`config.mk`:
```
export PLATFORM = sky130hd
export DESIGN_NAME = morse_round_ctrl
export DESIGN_NICKNAME = d
export VERILOG_FILES = /design/src/rtl/morse_pkg.sv /design/src/rtl/round_timer.sv /design/src/rtl/morse_round_ctrl.sv
export SDC_FILE = /design/constraint.sdc
export NUM_CORES = 1
export LEC_CHECK = 0
export BUFFER_PORTS_ARGS = -buffer_cell sky130_fd_sc_hd__buf_4
export CAP_MARGIN = 30
export CORE_MARGIN = 5
export CORE_UTILIZATION = 45
export DETAILED_ROUTE_END_ITERATION = 8
export PLACE_DENSITY = 0.65
export SYNTH_ARGS = -nofsm -noshare
export SYNTH_HDL_FRONTEND = slang
export SYNTH_SLANG_ARGS = --single-unit
```
`constraint.sdc`:
```
create_clock -name clock -period 3.5 [get_ports clock]
set_input_delay 0.7 -clock clock [delete_from_list [all_inputs] [get_ports clock]]
set_output_delay 0.7 -clock clock [all_outputs]
set_load 0.01 [all_outputs]
```
`src/rtl/morse_pkg.sv`:
```
// Shared constants for the two-player morse game: symbol codes, player2
// per-symbol result codes and the round controller's state encoding.
package morse_pkg;

    localparam logic [1:0] MORSE_NONE = 2'b00;
    localparam logic [1:0] MORSE_DOT  = 2'b01;
    localparam logic [1:0] MORSE_LINE = 2'b10;

    localparam logic [1:0] NEUTRAL   = 2'b00;
    localparam logic [1:0] CORRECT   = 2'b01;
    localparam logic [1:0] INCORRECT = 2'b10;

    localparam logic [2:0] ST_IDLE     = 3'd0;
    localparam logic [2:0] ST_P1_ENTRY = 3'd1;
    localparam logic [2:0] ST_P2_GUESS = 3'd2;
    localparam logic [2:0] ST_WIN      = 3'd3;
    localparam logic [2:0] ST_LOSE     = 3'd4;
    localparam logic [2:0] ST_DONE     = 3'd5;

    // Scores stop at 7 so a long game can never wrap back to a low count.
    function automatic logic [2:0] sat_inc(input logic [2:0] v);
        return (v == 3'd7) ? v : v + 3'd1;
    endfunction

endpackage

```
`src/rtl/round_timer.sv`:
```
// Loadable down-counter shared by the guess and result phases; expire is
// high for the single cycle in which an enabled count sits at zero.
module round_timer #(
    parameter int WIDTH = 8
) (
    input  logic             clock,
    input  logic             resetn,
    input  logic             load,
    input  logic [WIDTH-1:0] value,
    input  logic             en,
    output logic             expire
);

    logic [WIDTH-1:0] count;

    always_ff @(posedge clock or negedge resetn) begin
        if (!resetn) begin
            count <= '0;
        end else if (load) begin
            count <= value;
        end else if (en && (count != '0)) begin
            count <= count - 1'b1;
        end
    end

    // Combinational so the controller can act on expiry in the same cycle;
    // it must not depend on load, which is itself derived from expire.
    assign expire = en && (count == '0);

endmodule

```
`src/rtl/morse_round_ctrl.sv`:
```
// Round sequencer for the two-player morse game: code commit, guess phase
// with attempt and time limits, result dwell, scoring and round counting.
module morse_round_ctrl
    import morse_pkg::*;
#(
    parameter int MAX_ATTEMPTS   = 3,
    parameter int TIMEOUT_CYCLES = 50_000_000,
    parameter int RESULT_CYCLES  = 25_000_000,
    parameter int NUM_ROUNDS     = 5
) (
    input  logic       clock,
    input  logic       resetn,
    input  logic       start,
    input  logic       p1_done,
    input  logic [9:0] p1_value,
    input  logic [1:0] p2_correct,
    input  logic       p2_complete,
    output logic       p1_en,
    output logic       p2_en,
    output logic       p2_next_n,
    output logic [9:0] code_q,
    output logic [1:0] attempts_left,
    output logic [2:0] score_p1,
    output logic [2:0] score_p2,
    output logic [2:0] round_q,
    output logic [2:0] phase,
    output logic       game_over
);

    // One timer serves both phases, so it is sized for the longer interval.
    localparam int TW_GUESS  = $clog2(TIMEOUT_CYCLES);
    localparam int TW_RESULT = $clog2(RESULT_CYCLES);
    localparam int TW_MAX    = (TW_GUESS > TW_RESULT) ? TW_GUESS : TW_RESULT;
    localparam int TW        = (TW_MAX < 1) ? 1 : TW_MAX;

    logic [2:0]    state;
    logic [2:0]    next_state;
    logic          start_q;
    logic          start_edge;
    logic          accept;
    logic          win;
    logic          lose;
    logic          att_dec;
    logic          att_zero;
    logic          result_done;
    logic          new_game;
    logic          timer_load;
    logic          timer_en;
    logic          expire;
    logic [TW-1:0] timer_value;

    assign start_edge = start && !start_q;
    assign phase      = state;

    always_comb begin
        next_state  = state;
        accept      = 1'b0;
        win         = 1'b0;
        lose        = 1'b0;
        att_dec     = 1'b0;
        att_zero    = 1'b0;
        result_done = 1'b0;
        new_game    = 1'b0;
        case (state)
            ST_IDLE, ST_DONE: begin
                if (start_edge) begin
                    next_state = ST_P1_ENTRY;
                    new_game   = 1'b1;
                end
            end
            ST_P1_ENTRY: begin
                if (p1_done && (p1_value != '0)) begin
                    next_state = ST_P2_GUESS;
                    accept     = 1'b1;
                end
            end
            ST_P2_GUESS: begin
                if (p2_complete) begin
                    next_state = ST_WIN;
                    win        = 1'b1;
                end else if (expire) begin
                    next_state = ST_LOSE;
                    lose       = 1'b1;
                end else if (p2_correct == INCORRECT) begin
                    if (attempts_left == 2'd1) begin
                        next_state = ST_LOSE;
                        lose       = 1'b1;
                        att_zero   = 1'b1;
                    end else begin
                        att_dec = 1'b1;
                    end
                end
            end
            ST_WIN, ST_LOSE: begin
                if (expire) begin
                    result_done = 1'b1;
                    next_state  = (round_q == 3'(NUM_ROUNDS)) ? ST_DONE : ST_P1_ENTRY;
                end
            end
            default: next_state = ST_IDLE;
        endcase
    end

    assign timer_load  = accept || win || lose;
    assign timer_value = accept ? TW'(TIMEOUT_CYCLES - 1) : TW'(RESULT_CYCLES - 1);
    assign timer_en    = (state == ST_P2_GUESS) || (state == ST_WIN) || (state == ST_LOSE);

    round_timer #(
        .WIDTH(TW)
    ) u_timer (
        .clock (clock),
        .resetn(resetn),
        .load  (timer_load),
        .value (timer_value),
        .en    (timer_en),
        .expire(expire)
    );

    // Enables are computed from the next state so they line up with phase;
    // p2_en additionally waits out the single reload cycle.
    always_ff @(posedge clock or negedge resetn) begin
        if (!resetn) begin
            state         <= ST_IDLE;
            start_q       <= 1'b0;
            p1_en         <= 1'b0;
            p2_en         <= 1'b0;
            p2_next_n     <= 1'b1;
            game_over     <= 1'b0;
            code_q        <= '0;
            attempts_left <= '0;
            score_p1      <= '0;
            score_p2      <= '0;
            round_q       <= '0;
        end else begin
            state     <= next_state;
            start_q   <= start;
            p1_en     <= (next_state == ST_P1_ENTRY);
            p2_en     <= (state == ST_P2_GUESS) && (next_state == ST_P2_GUESS);
            p2_next_n <= !accept;
            game_over <= (next_state == ST_DONE);

            if (accept) begin
                code_q        <= p1_value;
                attempts_left <= 2'(MAX_ATTEMPTS);
            end else if (att_zero) begin
                attempts_left <= '0;
            end else if (att_dec) begin
                attempts_left <= attempts_left - 2'd1;
            end

            if (new_game) begin
                score_p1 <= '0;
                score_p2 <= '0;
                round_q  <= 3'd1;
            end else begin
                if (win) begin
                    score_p2 <= sat_inc(score_p2);
                end
                if (lose) begin
                    score_p1 <= sat_inc(score_p1);
                end
                if (result_done && (next_state == ST_P1_ENTRY)) begin
                    round_q <= round_q + 3'd1;
                end
            end
        end
    end

endmodule
```
After elaboration in Yosys (flattened, before gate mapping)
Cells that the tools add are included.
Storage, ports and cells
  logic and storage cells: 101
  output and inout port bits: 28
  input port bits: 17
  bits in registers: 55
Operators by class
  mux-type cells: 44
  $add $sub $neg: 5
  equal/unequal tests: 15
  reductions and logical operators: 25
Operator list (number)
  two-way mux 26 bit: 3
  two-way mux 3 bit: 16
  logical NOT 26 bit: 1
  nonzero test 26 bit: 1
  subtractor 26 x 1 -> 26 bit, second input constant: 1
  two-way mux 1 bit: 21
  equality test 3 bit, second input constant: 6
  one-hot mux 3 bit (4 select lines): 1
  nonzero test 10 bit: 1
  adder 3 x 1 -> 3 bit, second input constant: 3
  equality test 3 x 2 -> 1 bit, second input constant: 3
  nonzero test 2 bit: 4
  equality test 3 x 1 -> 1 bit, second input constant: 2
  logical AND 1 bit: 6
  two-way mux 2 bit: 3
  logical OR 1 bit: 4
  inequality test 2 bit, second input constant: 2
  AND reduction 2 bit: 2
  OR reduction 2 bit: 2
  logical NOT 3 bit: 1
  nonzero test 3 bit: 1
  equality test 2 x 1 -> 1 bit, second input constant: 1
  equality test 2 bit, second input constant: 1
  logical NOT 1 bit: 2
  subtractor 2 x 1 -> 2 bit, second input constant: 1

Depth between registers and ports, before layout
Gate-level depths: netlist of run 1.
  depth in word-level cells: 11
  gate-level depth with buffers: 9
  mapped depth without buffers: 7

By module
From an unflattened synthesis of run 1, not the netlist that was laid out.
Second synthesis, totals
  cells, all modules: 322
  area total of the unflattened synthesis: 3125.5 sq um
Modules (own cells, without submodules)
  round_timer: cells each 183, times used 1, area an instance 1641.6 sq um, seq. area each 650.6 sq um
  morse_round_ctrl: cells each 139, times used 1, area an instance 1483.9 sq um, seq. area each 726.9 sq um

Worst setup path after synthesis of run 1
OpenSTA, ideal clock, no wires.
  path kind: register -> register
  from: register u_timer.count[15]
  to: register u_timer.count[22]
  stages on the path, launching flop included: 6
  buffers on the path: 0
  clock period less this slack: 2464 ps
  required time: 3369 ps
  library setup time: 131 ps
  data arrival time: 2333 ps
  path slack: 1036 ps
  cells stage by stage: dfrtp_1 or4_4 or3_4 or4_1 o31a_1 or3_1
On the way
  word-level cells in the longest chain between the ends: 7
  elaborated cells on any way between the ends: 12
  those cells by class: add/sub: 1; mux: 5; reduce/logical: 6
Ends and longest elaborated chain
  from (decl): line round_timer.sv:14  | logic [WIDTH-1:0] count;
  from (signal assigned): line round_timer.sv:20  | count <= value;
  from (signal assigned): line round_timer.sv:22  | count <= count - 1'b1;
  branches (longest 7 deep; another with subtractor 26 x 1 -> 26 bit)
Parallel ways; which one is timed is not known. The select of a mux whose other input is x is not followed.
A chain may end at the register's enable or synchronous reset.

Worst setup path after layout of run 1
  from: register u_timer.count[15]
  to: register p1_en
On the way
  word-level cells in the longest chain between the ends: 6
  elaborated cells on any way between the ends: 7
  those cells by class: eq/ne: 1; mux: 4; reduce/logical: 2
Ends and longest elaborated chain
  logical NOT 26 bit *: line round_timer.sv:28  | assign expire = en && (count == '0);
  logical AND 1 bit *: line round_timer.sv:28
  two-way mux 3 bit: line morse_round_ctrl.sv:81  | end else if (expire) begin
  two-way mux 3 bit: line morse_round_ctrl.sv:78  | if (p2_complete) begin
  one-hot mux 3 bit (4 select lines) *: line morse_round_ctrl.sv:64  | case (state)
  equality test 3 x 1 -> 1 bit *: line morse_round_ctrl.sv:137  | p1_en <= (next_state == ST_P1_ENTRY);
  to (signal assigned): line morse_round_ctrl.sv:137
  to (decl): line morse_round_ctrl.sv:18  | output logic p1_en,
Mark *: on every way between the ends. The rest lies on a longest branch, timed or not.

==> results of run 1 <==
synthesized netlist by cell type (2+ instances only):
| cell | n | area share, % |
|---|---|---|
| sky130_fd_sc_hd__a211oi_1 | 3 | 0.72 |
| sky130_fd_sc_hd__a21oi_1 | 8 | 1.3 |
| sky130_fd_sc_hd__a22o_1 | 2 | 0.56 |
| sky130_fd_sc_hd__a311oi_1 | 5 | 1.4 |
| sky130_fd_sc_hd__a31oi_1 | 6 | 1.2 |
| sky130_fd_sc_hd__and2_1 | 6 | 1.2 |
| sky130_fd_sc_hd__and3_1 | 2 | 0.40 |
| sky130_fd_sc_hd__buf_4 | 2 | 0.48 |
| sky130_fd_sc_hd__buf_6 | 2 | 0.72 |
| sky130_fd_sc_hd__clkbuf_1 | 12 | 1.4 |
| sky130_fd_sc_hd__dfrtp_1 | 54 | 43 |
| sky130_fd_sc_hd__ha_1 | 9 | 3.6 |
| sky130_fd_sc_hd__inv_1 | 11 | 1.3 |
| sky130_fd_sc_hd__mux2i_1 | 6 | 1.9 |
| sky130_fd_sc_hd__nand2_1 | 47 | 5.6 |
| sky130_fd_sc_hd__nand2b_1 | 4 | 0.80 |
| sky130_fd_sc_hd__nand3_1 | 16 | 2.6 |
| sky130_fd_sc_hd__nand4_1 | 5 | 1.0 |
| sky130_fd_sc_hd__nand4b_1 | 3 | 0.84 |
| sky130_fd_sc_hd__nor2_1 | 18 | 2.2 |
| sky130_fd_sc_hd__nor2b_1 | 2 | 0.40 |
| sky130_fd_sc_hd__nor3_1 | 11 | 1.8 |
| sky130_fd_sc_hd__nor4_1 | 10 | 2.0 |
| sky130_fd_sc_hd__nor4b_1 | 2 | 0.56 |
| sky130_fd_sc_hd__o211ai_1 | 5 | 1.2 |
| sky130_fd_sc_hd__o21a_1 | 2 | 0.48 |
| sky130_fd_sc_hd__o21ai_0 | 10 | 1.6 |
| sky130_fd_sc_hd__o311ai_0 | 2 | 0.56 |
| sky130_fd_sc_hd__o31a_1 | 2 | 0.56 |
| sky130_fd_sc_hd__o31ai_1 | 10 | 2.4 |
| sky130_fd_sc_hd__o41ai_1 | 4 | 1.1 |
| sky130_fd_sc_hd__or2_2 | 2 | 0.40 |
| sky130_fd_sc_hd__or3_1 | 5 | 1.0 |
| sky130_fd_sc_hd__or4_1 | 14 | 3.4 |
| sky130_fd_sc_hd__or4_4 | 2 | 0.72 |
| sky130_fd_sc_hd__xor2_1 | 2 | 0.56 |
per-stage QoR:
stage               setup slack (ps)  hold slack [ps]  cell area (sq um)  power (uW)  std cells
finish                         648.9            400.6               3616        2329        468
global route                   418.2            468.6               3616        2514        468
CTS                            675.7            443.2               3616        2342        468
detailed placement             704.9            463.8               3522        1970        460
global placement               778.7            462.7               3522        1945        460
floorplan                       1036            404.4               3124        1610        332
power by group:
group | leakage [uW] | switching (uW) | internal (uW) | total, uW
registers | 0.000644 | 180 | 822 | 1000
clock network | 0.0000443 | 229 | 144 | 372
logic | 0.000814 | 543 | 411 | 955
worst max path at each step:
stage | endpoint | slack [ps]
after floorplan | u_timer.count[22]$_DFFE_PN0P_ | 1040
after global placement | score_p1[1]$_DFFE_PN0P_ | 780
after detailed placement | p1_en$_DFF_PN0_ | 700
after CTS | p1_en$_DFF_PN0_ | 680
after global routing | score_p1[0]$_DFFE_PN0P_ | 420
final | p1_en$_DFF_PN0_ | 650
flip-flops by register name, indices dropped and copies added, names as in the netlist:
signal,flops
u_timer.count,26
phase,3
attempts_left,2
start_q,1
code_q,10
p1_en,1
round_q,3
p2_en,1
score_p2,3
p2_next_n,1
game_over,1
score_p1,3
metal layers:
layer  vias to the layer above  wire (um)
li1                       1317          -
met2                        63       3688
met3                         8        314
met1                      1301       3658
met5                         -          0
met4                         0         97
final cells by class:
class	count	area, sq um
clock buffer	5	68.82
clock inverter	3	25.02
fill	622	3178
inverter	11	41.29
multi-input combinational	247	1600
sequential	55	1378
tap	96	120.1
timing repair buffer	51	382.9
cells by family (layout without fill, tap and decap cells):
group	count (synthesis)	after routing	synth area share, %
flip-flops	55	55	44.09
multiplexers	7	7	2.283
AND/OR/NAND/NOR	161	161	28.79
AO/OA/AOI/OAI	67	67	15.50
adder cells (fa/ha/maj)	9	9	3.604
buffers and inverters	30	70	4.885
XOR/XNOR	3	3	0.8412
worst max-delay path: stages, from the launching register on:
cell and delay, ps:
sky130_fd_sc_hd__dfrtp_1 450, sky130_fd_sc_hd__or4_4 590, sky130_fd_sc_hd__or4b_4 600, sky130_fd_sc_hd__nor2_1 530
sky130_fd_sc_hd__a211oi_1 260, sky130_fd_sc_hd__nor4_1 320
==> reports/qor.yml, run 1 <==
cts:
  clock_sink_count: 55
  max-clock-path-buffers: 2
  cts.repair_timing.setup_buffer_count: 0
  cts_max_level: 2
  cts_tree: "built"
  cts_inserted_buffers: 5
  worstSkewPairLatency_ps: 320
  worst_setup_hold_path_clk_slew_ps: 100
  ctsRootBufferMaster: "sky130_fd_sc_hd__clkbuf_8"
  cts_resized: 0
  cts_hold_repair.buffers: 0
grt:
  grt_util_met1_pct: 26.68
  wire_length_of_the_first_global_routing_pass_mm: 13.41
  initial_antenna_violation_count: 0
  grt_usage_pct: 19.16
  grt.overflow.total: 0
  largest_net_degree_at_the_start_of_global_routing: 56
  globalRouteMet3Util_pct: 3.298
  globalRoute.busiestLayer: "met2"
  groute.layer.met2.usage_pct: 30.67
  vias_in_the_first_global_route: 2739
setup_path:
  r2r_start: "u_timer.count[15]$_DFFE_PN0P_"
  worst_ep_required_time_ps: 3720
  critical_path.max_fanout: 11
  timing.critical_path.to_type: "flip-flop"
  reg2reg_to: "p1_en$_DFF_PN0_"
  criticalPathCategory: "reg -> reg"
  timing.critical_path.arrival_ps: 3070
  timing.reg2reg.worst_path_depth: 5
  timing.critical_path.from: "u_timer.count[15]$_DFFE_PN0P_"
  regToRegSetupSlack_ps: 650
  startpoint_type: "flip-flop"
routing:
  postRouteAntennaNets: 0
  wire_per_inst_um: 16.58
  wirelength_mm: 7.759
  drt_pre_antenna_iters: 4
  drt_first_iter_violations: 141
  routed-via-count: 2689
  viasPerCell: 5.746
  drc_errors: 0
logic_synthesis:
  yosysWarnings: 0
  synth-main-ff-cell: "sky130_fd_sc_hd__dfrtp_1"
  synth.yosys.seq_area_share_pct: 44.09
  syn_area_sq_um: 3124
  cell_count_after_synthesis: 332
  async_flop_share_pct: 100.0
  synth-edff-count: 0
  mappedNetlistNets: 358
  avg_cell_area_syn_sq_um: 9.410
  postSynthRegisterBits: 55
  yosysUniqueCellTypes: 62
timing:
  final-hold-violation-count: 0
  tightestPinTransition_ps: 1029
  report.final.setup_viol: 0
  timing.final.crit_share_pct: 81.46
  final.setup_skew_ps: 8.997
  tns_ps: 0
  finalMaxSlewViolations: 0
  rsz_0062_raised_after_global_routing: "false"
  slew-limit-headroom_pct: 30.74
  clock.fmax_mhz: 350.7
  final.min_clock_period_ps: 2851
place:
  post_detail_place_hpwl_mm: 5.543
  routabilityCongestion: 0.8334
  port_buffers: 44
floorplanning:
  rows: 30
  floorplan.die_area_sq_um: 8710
  initial_utilization_pct: 45.99
  chipWidth_um: 93.33
  height_of_the_die_um: 93.33
  design.core.area_sq_um: 6794
  io-pin-count: 45
pwr:
  vdd_ir_drop_max_mv: 0.3416
  leakage_uw: 0.001502
  power_per_cell_area_nw_per_um2: 644.0
finish:
  finalNetCount: 397
  layout_common_cells: "sky130_fd_sc_hd__dfrtp_1 (54), sky130_fd_sc_hd__buf_4 (51), sky130_fd_sc_hd__nand2_1 (47)"
  core_utilization_of_the_finished_layout_pct: 53.22
  num_antenna_cells: 0
  syn2layout_area_growth_pct: 15.74
  mostFrequentLayoutCell: "sky130_fd_sc_hd__dfrtp_1"
  drive_gt1_share_pct: 20.16
job:
  max_capacitance_violation_count: 0
run_status:
  run_status: "completed"
min_path:
  hold_class: "in -> async"
No activity file was read; power rests on OpenSTA's default activity.
==> inputs of run 2 (changes only) <==
--- a/config.mk
+++ b/config.mk
@@ -10,7 +10,7 @@
 export CORE_MARGIN = 5
 export CORE_UTILIZATION = 45
 export DETAILED_ROUTE_END_ITERATION = 8
-export PLACE_DENSITY = 0.65
+export PLACE_DENSITY = 0.68
 export SYNTH_ARGS = -nofsm -noshare
 export SYNTH_HDL_FRONTEND = slang
 export SYNTH_SLANG_ARGS = --single-unit
==> constraint.sdc (replaced) <==
create_clock -name clock -period 2.3 [get_ports clock]
set_input_delay 0.46 -clock clock [delete_from_list [all_inputs] [get_ports clock]]
set_output_delay 0.46 -clock clock [all_outputs]
set_load 0.01 [all_outputs]
==> run 2 against run 1 <==
The run now ends with negative setup slack left. Cell count rose by 11%. Clock power rose by 100%. First-iteration DRC count shrank 6.4%. Clock-buffer cell count increased by 1. Non-clock buffer count increased by 53. Worst hold slack worse by 210 ps. Critical path depth stayed put. Utilization increased by 9.7 points. Fmax increased by 18%. Sequential power up 45%.
==> reports/qor.yml, run 2 (synthesis gave the netlist of run 1 again) <==
grt:
  grt.overflow.total: 0
  vias_in_the_first_global_route: 3104
  grt_usage_pct: 20.58
  largest_net_degree_at_the_start_of_global_routing: 56
  initial_antenna_violation_count: 0
  wire_length_of_the_first_global_routing_pass_mm: 14.58
cts:
  clock_sink_count: 55
  ctsRootBufferMaster: "sky130_fd_sc_hd__clkbuf_8"
  cts_inserted_buffers: 5
  worst_setup_hold_path_clk_slew_ps: 90
  cts_max_level: 2
  cts_tree: "built"
  worstSkewPairLatency_ps: 320
  cts_hold_repair.buffers: 0
  max-clock-path-buffers: 2
finish:
  layout.area.seq_sq_um: 1378
  syn2layout_area_growth_pct: 36.80
  largest_reg_flops: 26
  layout_common_cells: "sky130_fd_sc_hd__buf_4 (90), sky130_fd_sc_hd__dfrtp_1 (54), sky130_fd_sc_hd__nand2_1 (47)"
  mostFrequentLayoutCell: "sky130_fd_sc_hd__buf_4"
  drive_gt1_share_pct: 35.29
  top_regs: "u_timer.count x26, code_q x10"
  top_register: "u_timer.count"
  multi_input_comb_area_sq_um: 1757
  layout.cells.non_filler: 521
  fillers: 571
  finalNetCount: 450
  num_antenna_cells: 0
floorplanning:
  chipWidth_um: 93.33
  design.core.area_sq_um: 6794
  floorplan.die_area_sq_um: 8710
  height_of_the_die_um: 93.33
  rows: 30
  initial_utilization_pct: 45.99
  io-pin-count: 45
timing:
  slew-limit-headroom_pct: 53.04
  layout_setup_ws_ps: -112.6
  clock.fmax_mhz: 414.5
  rsz_0062_raised_after_global_routing: "true"
  tightestPinTransition_ps: 704.4
  final.setup_skew_ps: 13.23
  final.min_clock_period_ps: 2413
  tns_ps: -922.4
  timing.final.crit_share_pct: 104.9
  final-hold-violation-count: 0
  finalMaxSlewViolations: 0
  report.final.setup_viol: 22
setup_path:
  timing.critical_path.from: "u_timer.count[17]$_DFFE_PN0P_"
  timing.critical_path.to_type: "flip-flop"
  criticalPathCategory: "reg -> reg"
  critical_path.max_fanout: 5
  r2r_start: "u_timer.count[17]$_DFFE_PN0P_"
  timing.critical_path.arrival_ps: 2610
  startpoint_type: "flip-flop"
  worst_ep_required_time_ps: 2490
min_path:
  hold_class: "in -> async"
pwr:
  vdd_ir_drop_max_mv: 0.5351
  power_per_cell_area_nw_per_um2: 1013
  leakage_uw: 0.001833
place:
  port_buffers: 44
  place.detailed.instances: 501
  routabilityCongestion: 0.8573
  detailedPlace.worstSlack_ps: -165.1
  post_detail_place_hpwl_mm: 5.958
routing:
  wire_per_inst_um: 16.34
  routed-via-count: 2980
  wirelength_mm: 8.514
  drt_first_iter_violations: 132
  drt_pre_antenna_iters: 4
  postRouteAntennaNets: 0
  viasPerCell: 5.720
  drc_errors: 0
job:
  max_capacitance_violation_count: 0
run_status:
  run_status: "finished, violations left"
  violations: "negative setup slack"
run 2: cell types whose count changed in the layout (fill, tap and decap cells not counted), sizes merged:
cell and change:
buf +53, bufinv +2, clkinv -2, clkbuf +1, clkinvlp -1
run 2: final timing paths:
check,depth (start not counted),endpoint,slack [ps]
max,5,u_timer.count[22]$_DFFE_PN0P_,-110
min,1,u_timer.count[5]$_DFFE_PN0P_,190
max reg2reg,5,u_timer.count[22]$_DFFE_PN0P_,-110
min reg2reg,2,code_q[2]$_DFFE_PN0P_,490
max in group asynchronous,1,u_timer.count[0]$_DFFE_PN0P_,1650
min in group clock,1,start_q$_DFF_PN0_,250
run 2: final cells by class:
cell class | instances | share of cell area [%]
multi-input cells | 247 | 41.10
flip-flops and latches | 55 | 32.23
repair buffers | 104 | 19.79
well taps | 96 | 2.810
clock buffers | 6 | 1.698
clock inverters | 2 | 1.405
inverters | 11 | 0.9660
run 2: timing repair:
item | in CTS | in global routing
setup endpoints to repair | 29 | 36
buffers inserted | 8 | 3
pin swaps | 10 | 21
gates cloned | 2 | 0
gates resized for setup | 17 | 30
run 2: per-layer routing:
layer / global-route usage (%) / share of wire (%)
met5: 0 / 0
met1: 26.63 / 44
met4: 6.716 / 2.0
met2: 34.78 / 49
met3: 3.620 / 4.4
run 2: metrics by stage:
stage | utilization, % | instance area, sq um | power [uW] | hold WS (ps)
3_5_place_dp | 56.69 | 3851 | 3335 | 467.8
2_1_floorplan | - | 3143 | 2472 | 164.4
5_1_grt | 62.91 | 4274 | 4623 | 236.0
6_report | 62.91 | 4274 | 4329 | 189.0
3_3_place_gp | 56.69 | 3851 | 3277 | 462.4
4_1_cts | 60.63 | 4119 | 4216 | 216.4
run 2: report_power, final:
part,switching [uW],internal (uW)
Clock,324,435
Combinational,1090,1030
Sequential,203,1250
run 2: critical path, stage by stage (launching register included):
cell and delay [ps]:
sky130_fd_sc_hd__dfrtp_1 390, sky130_fd_sc_hd__or4_4 560, sky130_fd_sc_hd__or3_4 350, sky130_fd_sc_hd__or4_4 420
sky130_fd_sc_hd__o31a_1 240, sky130_fd_sc_hd__or3_1 330
